===== src/rtl/rv32_mem_pkg.sv =====
// Shared constants and types for the RV32I load/store bridge.
package rv32_mem_pkg;

  localparam logic [2:0] F3_LB  = 3'b000;
  localparam logic [2:0] F3_LH  = 3'b001;
  localparam logic [2:0] F3_LW  = 3'b010;
  localparam logic [2:0] F3_LBU = 3'b100;
  localparam logic [2:0] F3_LHU = 3'b101;
  localparam logic [2:0] F3_SB  = 3'b000;
  localparam logic [2:0] F3_SH  = 3'b001;
  localparam logic [2:0] F3_SW  = 3'b010;

  localparam logic [3:0] BE_BYTE    = 4'b0001;
  localparam logic [3:0] BE_HALF_LO = 4'b0011;
  localparam logic [3:0] BE_HALF_HI = 4'b1100;
  localparam logic [3:0] BE_WORD    = 4'b1111;

  typedef enum logic [1:0] {
    ST_IDLE,
    ST_BUS,
    ST_DONE,
    ST_FAULT
  } state_e;

endpackage


===== src/rtl/lsu_mem_bridge_if.sv =====
// Core-side request/response and bus-side cycle signals of the load/store bridge.
interface lsu_mem_bridge_if;
  logic        cpu_req;
  logic        cpu_we;
  logic [31:0] cpu_addr;
  logic [31:0] cpu_wdata;
  logic [2:0]  cpu_funct3;
  logic [31:0] cpu_rdata;
  logic        cpu_done;
  logic        cpu_fault;
  logic        cpu_busy;
  logic        bus_req;
  logic        bus_we;
  logic [31:0] bus_addr;
  logic [31:0] bus_wdata;
  logic [3:0]  bus_be;
  logic        bus_ack;
  logic [31:0] bus_rdata;

  // Bridge side
  modport slave (
    input  cpu_req, cpu_we, cpu_addr, cpu_wdata, cpu_funct3, bus_ack, bus_rdata,
    output cpu_rdata, cpu_done, cpu_fault, cpu_busy,
    output bus_req, bus_we, bus_addr, bus_wdata, bus_be
  );

  // Core + memory side
  modport master (
    output cpu_req, cpu_we, cpu_addr, cpu_wdata, cpu_funct3, bus_ack, bus_rdata,
    input  cpu_rdata, cpu_done, cpu_fault, cpu_busy,
    input  bus_req, bus_we, bus_addr, bus_wdata, bus_be
  );
endinterface


===== src/rtl/lsu_lane_align.sv =====
// Combinational lane steering: store replication/byte enables, access legality,
// and load lane extraction with sign/zero extension.
module lsu_lane_align
  import rv32_mem_pkg::*;
(
  input  logic        req_we,
  input  logic [2:0]  req_funct3,
  input  logic [1:0]  req_addr_lo,
  input  logic [31:0] req_wdata,
  output logic [31:0] st_wdata,
  output logic [3:0]  be,
  output logic        illegal,
  output logic        misaligned,
  input  logic [2:0]  rsp_funct3,
  input  logic [1:0]  rsp_addr_lo,
  input  logic [31:0] rsp_rdata,
  output logic [31:0] ld_data
);

  logic [31:0] lane;

  always_comb begin
    st_wdata = req_wdata;
    be       = BE_WORD;
    case (req_funct3)
      F3_SB, F3_LBU: begin
        st_wdata = {4{req_wdata[7:0]}};
        be       = BE_BYTE << req_addr_lo;
      end
      F3_SH, F3_LHU: begin
        st_wdata = {2{req_wdata[15:0]}};
        be       = req_addr_lo[1] ? BE_HALF_HI : BE_HALF_LO;
      end
      default: ;
    endcase
  end

  // Unsigned variants exist only for loads, so any store with funct3[2] set is illegal.
  always_comb begin
    illegal    = (req_funct3 == 3'b011) || (req_funct3 == 3'b110) ||
                 (req_funct3 == 3'b111) || (req_we && req_funct3[2]);
    misaligned = ((req_funct3 == F3_LH || req_funct3 == F3_LHU) && req_addr_lo[0]) ||
                 ((req_funct3 == F3_LW) && (req_addr_lo != 2'b00));
  end

  always_comb begin
    lane    = rsp_rdata >> {rsp_addr_lo, 3'b000};
    ld_data = lane;
    case (rsp_funct3)
      F3_LB:   ld_data = {{24{lane[7]}}, lane[7:0]};
      F3_LBU:  ld_data = {24'h0, lane[7:0]};
      F3_LH:   ld_data = {{16{lane[15]}}, lane[15:0]};
      F3_LHU:  ld_data = {16'h0, lane[15:0]};
      default: ld_data = lane;
    endcase
  end

endmodule


===== src/rtl/lsu_mem_bridge.sv =====
// Load/store bridge: turns core byte/half/word accesses into word-aligned bus
// cycles with byte enables, with fault reporting and a bus timeout.
module lsu_mem_bridge
  import rv32_mem_pkg::*;
#(
  parameter int unsigned TIMEOUT_CYCLES = 16
) (
  input  logic              clk,
  input  logic              reset,
  lsu_mem_bridge_if.slave   io
);

  localparam int unsigned CNT_W = $clog2(TIMEOUT_CYCLES + 1);
  localparam logic [CNT_W-1:0] CNT_LAST = CNT_W'(TIMEOUT_CYCLES - 1);

  state_e           state;
  logic [CNT_W-1:0] cnt;
  logic [2:0]       funct3_q;
  logic [1:0]       addr_lo_q;

  logic [31:0] st_wdata;
  logic [3:0]  be;
  logic        illegal;
  logic        misaligned;
  logic [31:0] ld_data;

  lsu_lane_align u_align (
    .req_we      (io.cpu_we),
    .req_funct3  (io.cpu_funct3),
    .req_addr_lo (io.cpu_addr[1:0]),
    .req_wdata   (io.cpu_wdata),
    .st_wdata    (st_wdata),
    .be          (be),
    .illegal     (illegal),
    .misaligned  (misaligned),
    .rsp_funct3  (funct3_q),
    .rsp_addr_lo (addr_lo_q),
    .rsp_rdata   (io.bus_rdata),
    .ld_data     (ld_data)
  );

  always_ff @(posedge clk) begin
    if (reset) begin
      state        <= ST_IDLE;
      cnt          <= '0;
      funct3_q     <= '0;
      addr_lo_q    <= '0;
      io.cpu_rdata <= '0;
      io.cpu_done  <= 1'b0;
      io.cpu_fault <= 1'b0;
      io.cpu_busy  <= 1'b0;
      io.bus_req   <= 1'b0;
      io.bus_we    <= 1'b0;
      io.bus_addr  <= '0;
      io.bus_wdata <= '0;
      io.bus_be    <= '0;
    end else begin
      case (state)
        ST_IDLE: begin
          if (io.cpu_req) begin
            io.cpu_busy <= 1'b1;
            if (illegal || misaligned) begin
              state        <= ST_FAULT;
              io.cpu_done  <= 1'b1;
              io.cpu_fault <= 1'b1;
              io.cpu_rdata <= '0;
            end else begin
              state        <= ST_BUS;
              cnt          <= '0;
              funct3_q     <= io.cpu_funct3;
              addr_lo_q    <= io.cpu_addr[1:0];
              io.bus_req   <= 1'b1;
              io.bus_we    <= io.cpu_we;
              io.bus_addr  <= {io.cpu_addr[31:2], 2'b00};
              io.bus_wdata <= st_wdata;
              io.bus_be    <= be;
            end
          end
        end
        ST_BUS: begin
          cnt <= cnt + CNT_W'(1);
          // Ack is checked first so an ack on the last allowed cycle still completes cleanly.
          if (io.bus_ack) begin
            state        <= ST_DONE;
            io.bus_req   <= 1'b0;
            io.cpu_done  <= 1'b1;
            io.cpu_fault <= 1'b0;
            if (!io.bus_we) io.cpu_rdata <= ld_data;
          end else if (cnt == CNT_LAST) begin
            state        <= ST_DONE;
            io.bus_req   <= 1'b0;
            io.cpu_done  <= 1'b1;
            io.cpu_fault <= 1'b1;
            io.cpu_rdata <= '0;
          end
        end
        ST_DONE, ST_FAULT: begin
          state        <= ST_IDLE;
          io.cpu_done  <= 1'b0;
          io.cpu_fault <= 1'b0;
          io.cpu_busy  <= 1'b0;
        end
        default: state <= ST_IDLE;
      endcase
    end
  end

endmodule

===== src/flat_wrapper.sv =====
// flat-port wrapper written by rule: the top's interface ports become plain ports
module lsu_mem_bridge_flat import rv32_mem_pkg::*;
#(
  parameter int unsigned TIMEOUT_CYCLES = 16
)
  (clk, reset, io_cpu_req, io_cpu_we, io_cpu_addr, io_cpu_wdata, io_cpu_funct3, io_bus_ack, io_bus_rdata, io_cpu_rdata, io_cpu_done, io_cpu_fault, io_cpu_busy, io_bus_req, io_bus_we, io_bus_addr, io_bus_wdata, io_bus_be);
  lsu_mem_bridge_if io_i ();
  input  logic clk;
  input  logic reset;
  input wire logic [$bits(io_i.cpu_req)-1:0] io_cpu_req;
  input wire logic [$bits(io_i.cpu_we)-1:0] io_cpu_we;
  input wire logic [$bits(io_i.cpu_addr)-1:0] io_cpu_addr;
  input wire logic [$bits(io_i.cpu_wdata)-1:0] io_cpu_wdata;
  input wire logic [$bits(io_i.cpu_funct3)-1:0] io_cpu_funct3;
  input wire logic [$bits(io_i.bus_ack)-1:0] io_bus_ack;
  input wire logic [$bits(io_i.bus_rdata)-1:0] io_bus_rdata;
  output wire logic [$bits(io_i.cpu_rdata)-1:0] io_cpu_rdata;
  output wire logic [$bits(io_i.cpu_done)-1:0] io_cpu_done;
  output wire logic [$bits(io_i.cpu_fault)-1:0] io_cpu_fault;
  output wire logic [$bits(io_i.cpu_busy)-1:0] io_cpu_busy;
  output wire logic [$bits(io_i.bus_req)-1:0] io_bus_req;
  output wire logic [$bits(io_i.bus_we)-1:0] io_bus_we;
  output wire logic [$bits(io_i.bus_addr)-1:0] io_bus_addr;
  output wire logic [$bits(io_i.bus_wdata)-1:0] io_bus_wdata;
  output wire logic [$bits(io_i.bus_be)-1:0] io_bus_be;
  assign io_i.cpu_req = io_cpu_req;
  assign io_i.cpu_we = io_cpu_we;
  assign io_i.cpu_addr = io_cpu_addr;
  assign io_i.cpu_wdata = io_cpu_wdata;
  assign io_i.cpu_funct3 = io_cpu_funct3;
  assign io_i.bus_ack = io_bus_ack;
  assign io_i.bus_rdata = io_bus_rdata;
  assign io_cpu_rdata = io_i.cpu_rdata;
  assign io_cpu_done = io_i.cpu_done;
  assign io_cpu_fault = io_i.cpu_fault;
  assign io_cpu_busy = io_i.cpu_busy;
  assign io_bus_req = io_i.bus_req;
  assign io_bus_we = io_i.bus_we;
  assign io_bus_addr = io_i.bus_addr;
  assign io_bus_wdata = io_i.bus_wdata;
  assign io_bus_be = io_i.bus_be;
  lsu_mem_bridge #(.TIMEOUT_CYCLES(TIMEOUT_CYCLES)) u_core (.clk(clk), .reset(reset), .io(io_i));
endmodule

===== config.mk =====
export PLATFORM = sky130hd
export DESIGN_NAME = lsu_mem_bridge_flat
export DESIGN_NICKNAME = d
export VERILOG_FILES = /design/src/rtl/rv32_mem_pkg.sv /design/src/rtl/lsu_mem_bridge_if.sv /design/src/rtl/lsu_lane_align.sv /design/src/rtl/lsu_mem_bridge.sv /design/src/flat_wrapper.sv
export SDC_FILE = /design/constraint.sdc
export NUM_CORES = 1
export LEC_CHECK = 0
export BUFFER_PORTS_ARGS = -buffer_cell sky130_fd_sc_hd__buf_4
export CAP_MARGIN = 10
export CELL_PAD_IN_SITES_DETAIL_PLACEMENT = 0
export CELL_PAD_IN_SITES_GLOBAL_PLACEMENT = 1
export CORE_MARGIN = 2
export CORE_UTILIZATION = 32
export CTS_CLUSTER_DIAMETER = 80
export DETAILED_ROUTE_END_ITERATION = 8
export PLACE_DENSITY_LB_ADDON = 0.1
export SLEW_MARGIN = 20
export SYNTH_ARGS = -nofsm -noshare
export SYNTH_HDL_FRONTEND = slang
export SYNTH_HIERARCHICAL = 1
export SYNTH_SLANG_ARGS = --single-unit
export TNS_END_PERCENT = 30

===== constraint.sdc =====
create_clock -name clk -period 2 [get_ports clk]
set_clock_uncertainty 0.2 [all_clocks]
set_input_delay 0.2 -clock clk [delete_from_list [all_inputs] [get_ports clk]]
set_output_delay 0.2 -clock clk [all_outputs]
set_load 0.05 [all_outputs]

==> results.json <==
{
  "drtAntennaViolNets": 0,
  "crit_slowest_cell": "sky130_fd_sc_hd__dfxtp_4",
  "number_of_buffer_and_inverter_stages_on_the_critical_path": 2,
  "critPathRequiredTime_ns": 2.15,
  "postLayoutSetupSlackWorst_ns": 0.0306,
  "initial_drt_pass_iterations": 7,
  "ios": 209,
  "synth.yosys.seq_area_share_pct": 41.5,
  "post_dp_hpwl_um": 12300,
  "dominant_cell_by_count_in_the_synthesized_netlist": "sky130_fd_sc_hd__nand2_1",
  "synthesis.area_per_instance_um2": 8.14,
  "critical_path_peak_fanout": 8,
  "clk_root_buffer_cell": "sky130_fd_sc_hd__clkbuf_16",
  "drt_iter0_markers": 197,
  "route.vias.total": 5662,
  "clockBufferDepth": 2,
  "postSynth.topFlopCell": "sky130_fd_sc_hd__dfxtp_1",
  "ys_ff_latch": 115,
  "synth-edff-count": 0,
  "dpl_worst_slack_ns": -0.263,
  "final_min_period_over_clock_period_pct": 98.5,
  "power.leakage_uw": 0.00385,
  "cts_tree": "done",
  "clock_transition_at_the_register_clock_pins_on_the_worst_setup_and_hold_paths_after_cts_ns": 0.05,
  "yosys-top-cells-count": "206 x sky130_fd_sc_hd__nand2_1, 115 x sky130_fd_sc_hd__dfxtp_1, 82 x sky130_fd_sc_hd__a21oi_1",
  "type_of_the_setup_path_with_the_least_slack": "register to register",
  "grt.total_usage_pct": 19.1,
  "achievable-frequency_ghz": 0.508,
  "power.density_mw_per_mm2": 816,
  "initial_utilization_pct": 32.4,
  "layoutNonFillerInstCount": 1204,
  "power_report.internal_total_uw": 5270,
  "multi_input_comb_area_mm2": 0.00296,
  "wl_per_cell_um": 14.6,
  "globalRouteOverflowTotal": 0,
  "rr_worst_depth": 9,
  "num-nets-final": 1072,
  "yosys.area.top_type": "sky130_fd_sc_hd__dfxtp_1",
  "status": "finished, final reports clean",
  "timing.critical_path.to_type": "register",
  "cts.sinks": 115,
  "fillCellCount": 1674,
  "antenna_cells_inserted": 0,
  "cts_htree_levels": 4,
  "drc": 0,
  "port_buffers": 206,
  "cap_viol_max_count": 0,
  "synth_cell_type_count": 42,
  "crit_path_max_incr_delay_ns": 0.36,
  "share_seq_of_total_power_pct": 33.8,
  "worst_hold_path.num_cells": 4,
  "final-setup-viol-count": 0,
  "post_syn_instances": 682,
  "fp.dieW_um": 136,
  "worst_setup_path_start_kind": "register",
  "ys.warnings.count": 6,
  "tritoncts.num_buffers": 17,
  "path_cells": "ha_4, and3_4, ha_4, o21ai_4, o21ai_4, nand3_4, buf_12, buf_16, mux2i_1",
  "numPlacedInstances": 1086,
  "final_core_utilization_pct": 52.1,
  "power.combinational.fraction_pct": 21.7,
  "synth-async-reset-ratio_pct": 0,
  "fp.dieH_um": 136,
  "critical_path_arrival_ns": 2.11,
  "rows": 48,
  "fp.coreArea_mm2": 0.0171,
  "viasPerCell": 4.70,
  "clk_lat_worst_skew_ns": 0.41,
  "cpLargestDelayFamily": "flip-flops",
  "final_layout_size_suffix_gt1_share_pct": 32.6,
  "grt_first_pass_wirelength_um": 27700,
  "grt_max_degree": 62,
  "finalMaxSlewViolations": 0,
  "area_delta_synth_final_pct": 60.7,
  "final_wl_um": 17600,
  "design.die.area_mm2": 0.0184,
  "post_synth_instance_area_mm2": 0.00555,
  "routabilityCongestion": 0.832,
  "grt_pass1_vias": 5667,
  "vdd_drop_max_mv": 0.637,
  "worst-path-stages": 9,
  "worst_hold_path_type": "input pin to register",
  "power.share.switching_pct": 27.6,
  "antenna_found_initial": 0,
  "rsz0062_at_grt": "yes",
  "ys_top_cells_by_area": "sky130_fd_sc_hd__dfxtp_1 41%, sky130_fd_sc_hd__nand2_1 14%, sky130_fd_sc_hd__mux2i_1 11%",
  "netSwitchingPower_uw": 2010,
  "synth_largest_type_area_fraction_pct": 41.5,
  "final-seq-area_mm2": 0.00231,
  "hold_violations": 0,
  "fin_crit_ns": 1.97,
  "power_frac_clock_pct": 44.5
}
-- area by class of cell --
| cell class | instances | share of cell area (%) |
|---|---|---|
| Tap cell | 225 | 3.16 |
| Timing Repair Buffer | 322 | 30.6 |
| Clock inverter | 9 | 1.70 |
| Sequential cell | 115 | 25.9 |
| Multi-Input combinational cell | 506 | 33.1 |
| Inverter | 4 | 0.168 |
| Clock buffer | 23 | 5.36 |
-- layout by cell type (no fill, tap or decap), types with 3 or more instances in the layout --
master,instances
sky130_fd_sc_hd__a211oi_1,14
sky130_fd_sc_hd__a21oi_1,77
sky130_fd_sc_hd__a21oi_2,5
sky130_fd_sc_hd__buf_12,8
sky130_fd_sc_hd__buf_4,235
sky130_fd_sc_hd__bufinv_16,4
sky130_fd_sc_hd__clkbuf_1,3
sky130_fd_sc_hd__clkbuf_16,17
sky130_fd_sc_hd__clkbuf_8,3
sky130_fd_sc_hd__clkinv_2,3
sky130_fd_sc_hd__dfxtp_1,113
sky130_fd_sc_hd__dlygate4sd3_1,77
sky130_fd_sc_hd__inv_1,4
sky130_fd_sc_hd__mux2_2,17
sky130_fd_sc_hd__mux2i_1,59
sky130_fd_sc_hd__nand2_1,206
sky130_fd_sc_hd__nand2b_1,33
sky130_fd_sc_hd__nor2_1,25
sky130_fd_sc_hd__nor2_2,3
sky130_fd_sc_hd__nor2b_1,8
sky130_fd_sc_hd__o21ai_0,20
-- sequential cells by signal, summed over array words and instances, names as in the netlist, 2 cells and up --
register             flops
u_core/io.bus_wdata     32
u_core/io.cpu_rdata     32
u_core/io.bus_addr      30
u_core/cnt               5
u_core/io.bus_be         4
u_core/funct3_q          3
u_core/addr_lo_q         2
u_core/state             2
-- tightest hold or removal path, delay by kind of cell --
kind	cells	cell delay [ns]
simple gates	1	0.05
buf+inv	1	0.08
compound gates	1	0.12
mux	1	0.15
-- metrics by stage --
step	total power [uW]	area, um2	hold slack [ns]	TNS [ns]
after floorplan	3400	5560	0.136	0
after global placement	3880	7320	0.237	-6.68
after detailed placement	3900	7320	0.248	-7.88
after CTS	7360	8880	0.0222	0
after global routing	7580	8920	0.0474	-0.323
final	7280	8920	0.0247	0
-- timing repair --
item / in CTS / in global routing
cloned: 2 / 0
endpoints found under the setup margin: 35 / 91
buffers inserted: 5 / 3
hold buffers: 77 / 0
pin swaps: 4 / 5
resized for setup: 13 / 11
hold endpoints to repair: 79 / 0
-- power groups by stage --
stage	logic [uW]	registers, uW	clock network (uW)
3_3_place_gp	1380	2500	0
2_1_floorplan	596	2810	0
4_1_cts	1590	2460	3310
6_report	1580	2460	3240
3_5_place_dp	1390	2510	0
5_1_grt	1690	2470	3420
-- path summary, 6_finish.rpt --
| check | from | slack [ns] | end |
|---|---|---|---|
| setup / recovery | u_core/cnt[0] | 0.03 | u_core/io.cpu_rdata[31] |
| setup reg to reg | u_core/cnt[0] | 0.03 | u_core/io.cpu_rdata[31] |
| hold reg to reg | u_core/io.bus_wdata[29] | 0.25 | u_core/io.bus_wdata[29] |
| hold / removal | io_cpu_wdata[16] | 0.02 | u_core/io.bus_wdata[16] |
-- kinds of logic (layout without fill, tap and decap cells) --
| family | Yosys count | after routing | share of synthesized area (%) |
|---|---|---|---|
| flops | 115 | 115 | 41.5 |
| xor+xnor | 1 | 1 | 0.158 |
| compound gates | 134 | 134 | 13.9 |
| simple gates | 290 | 290 | 22.8 |
| buf+inv | 62 | 358 | 6.90 |
| mux | 77 | 77 | 14.3 |
| fa+ha+maj | 2 | 2 | 0.451 |
| other cells | 1 | 2 | 0.0675 |
-- routing by layer --
layer	up-vias	GRT usage [%]	routed length, um
met5	-	0	0
met4	0	5.56	155
met3	13	6.62	1390
met2	175	33.4	8740
met1	2650	22.0	7320
li1	2824	-	-
Power figures use the tool's default switching activity.
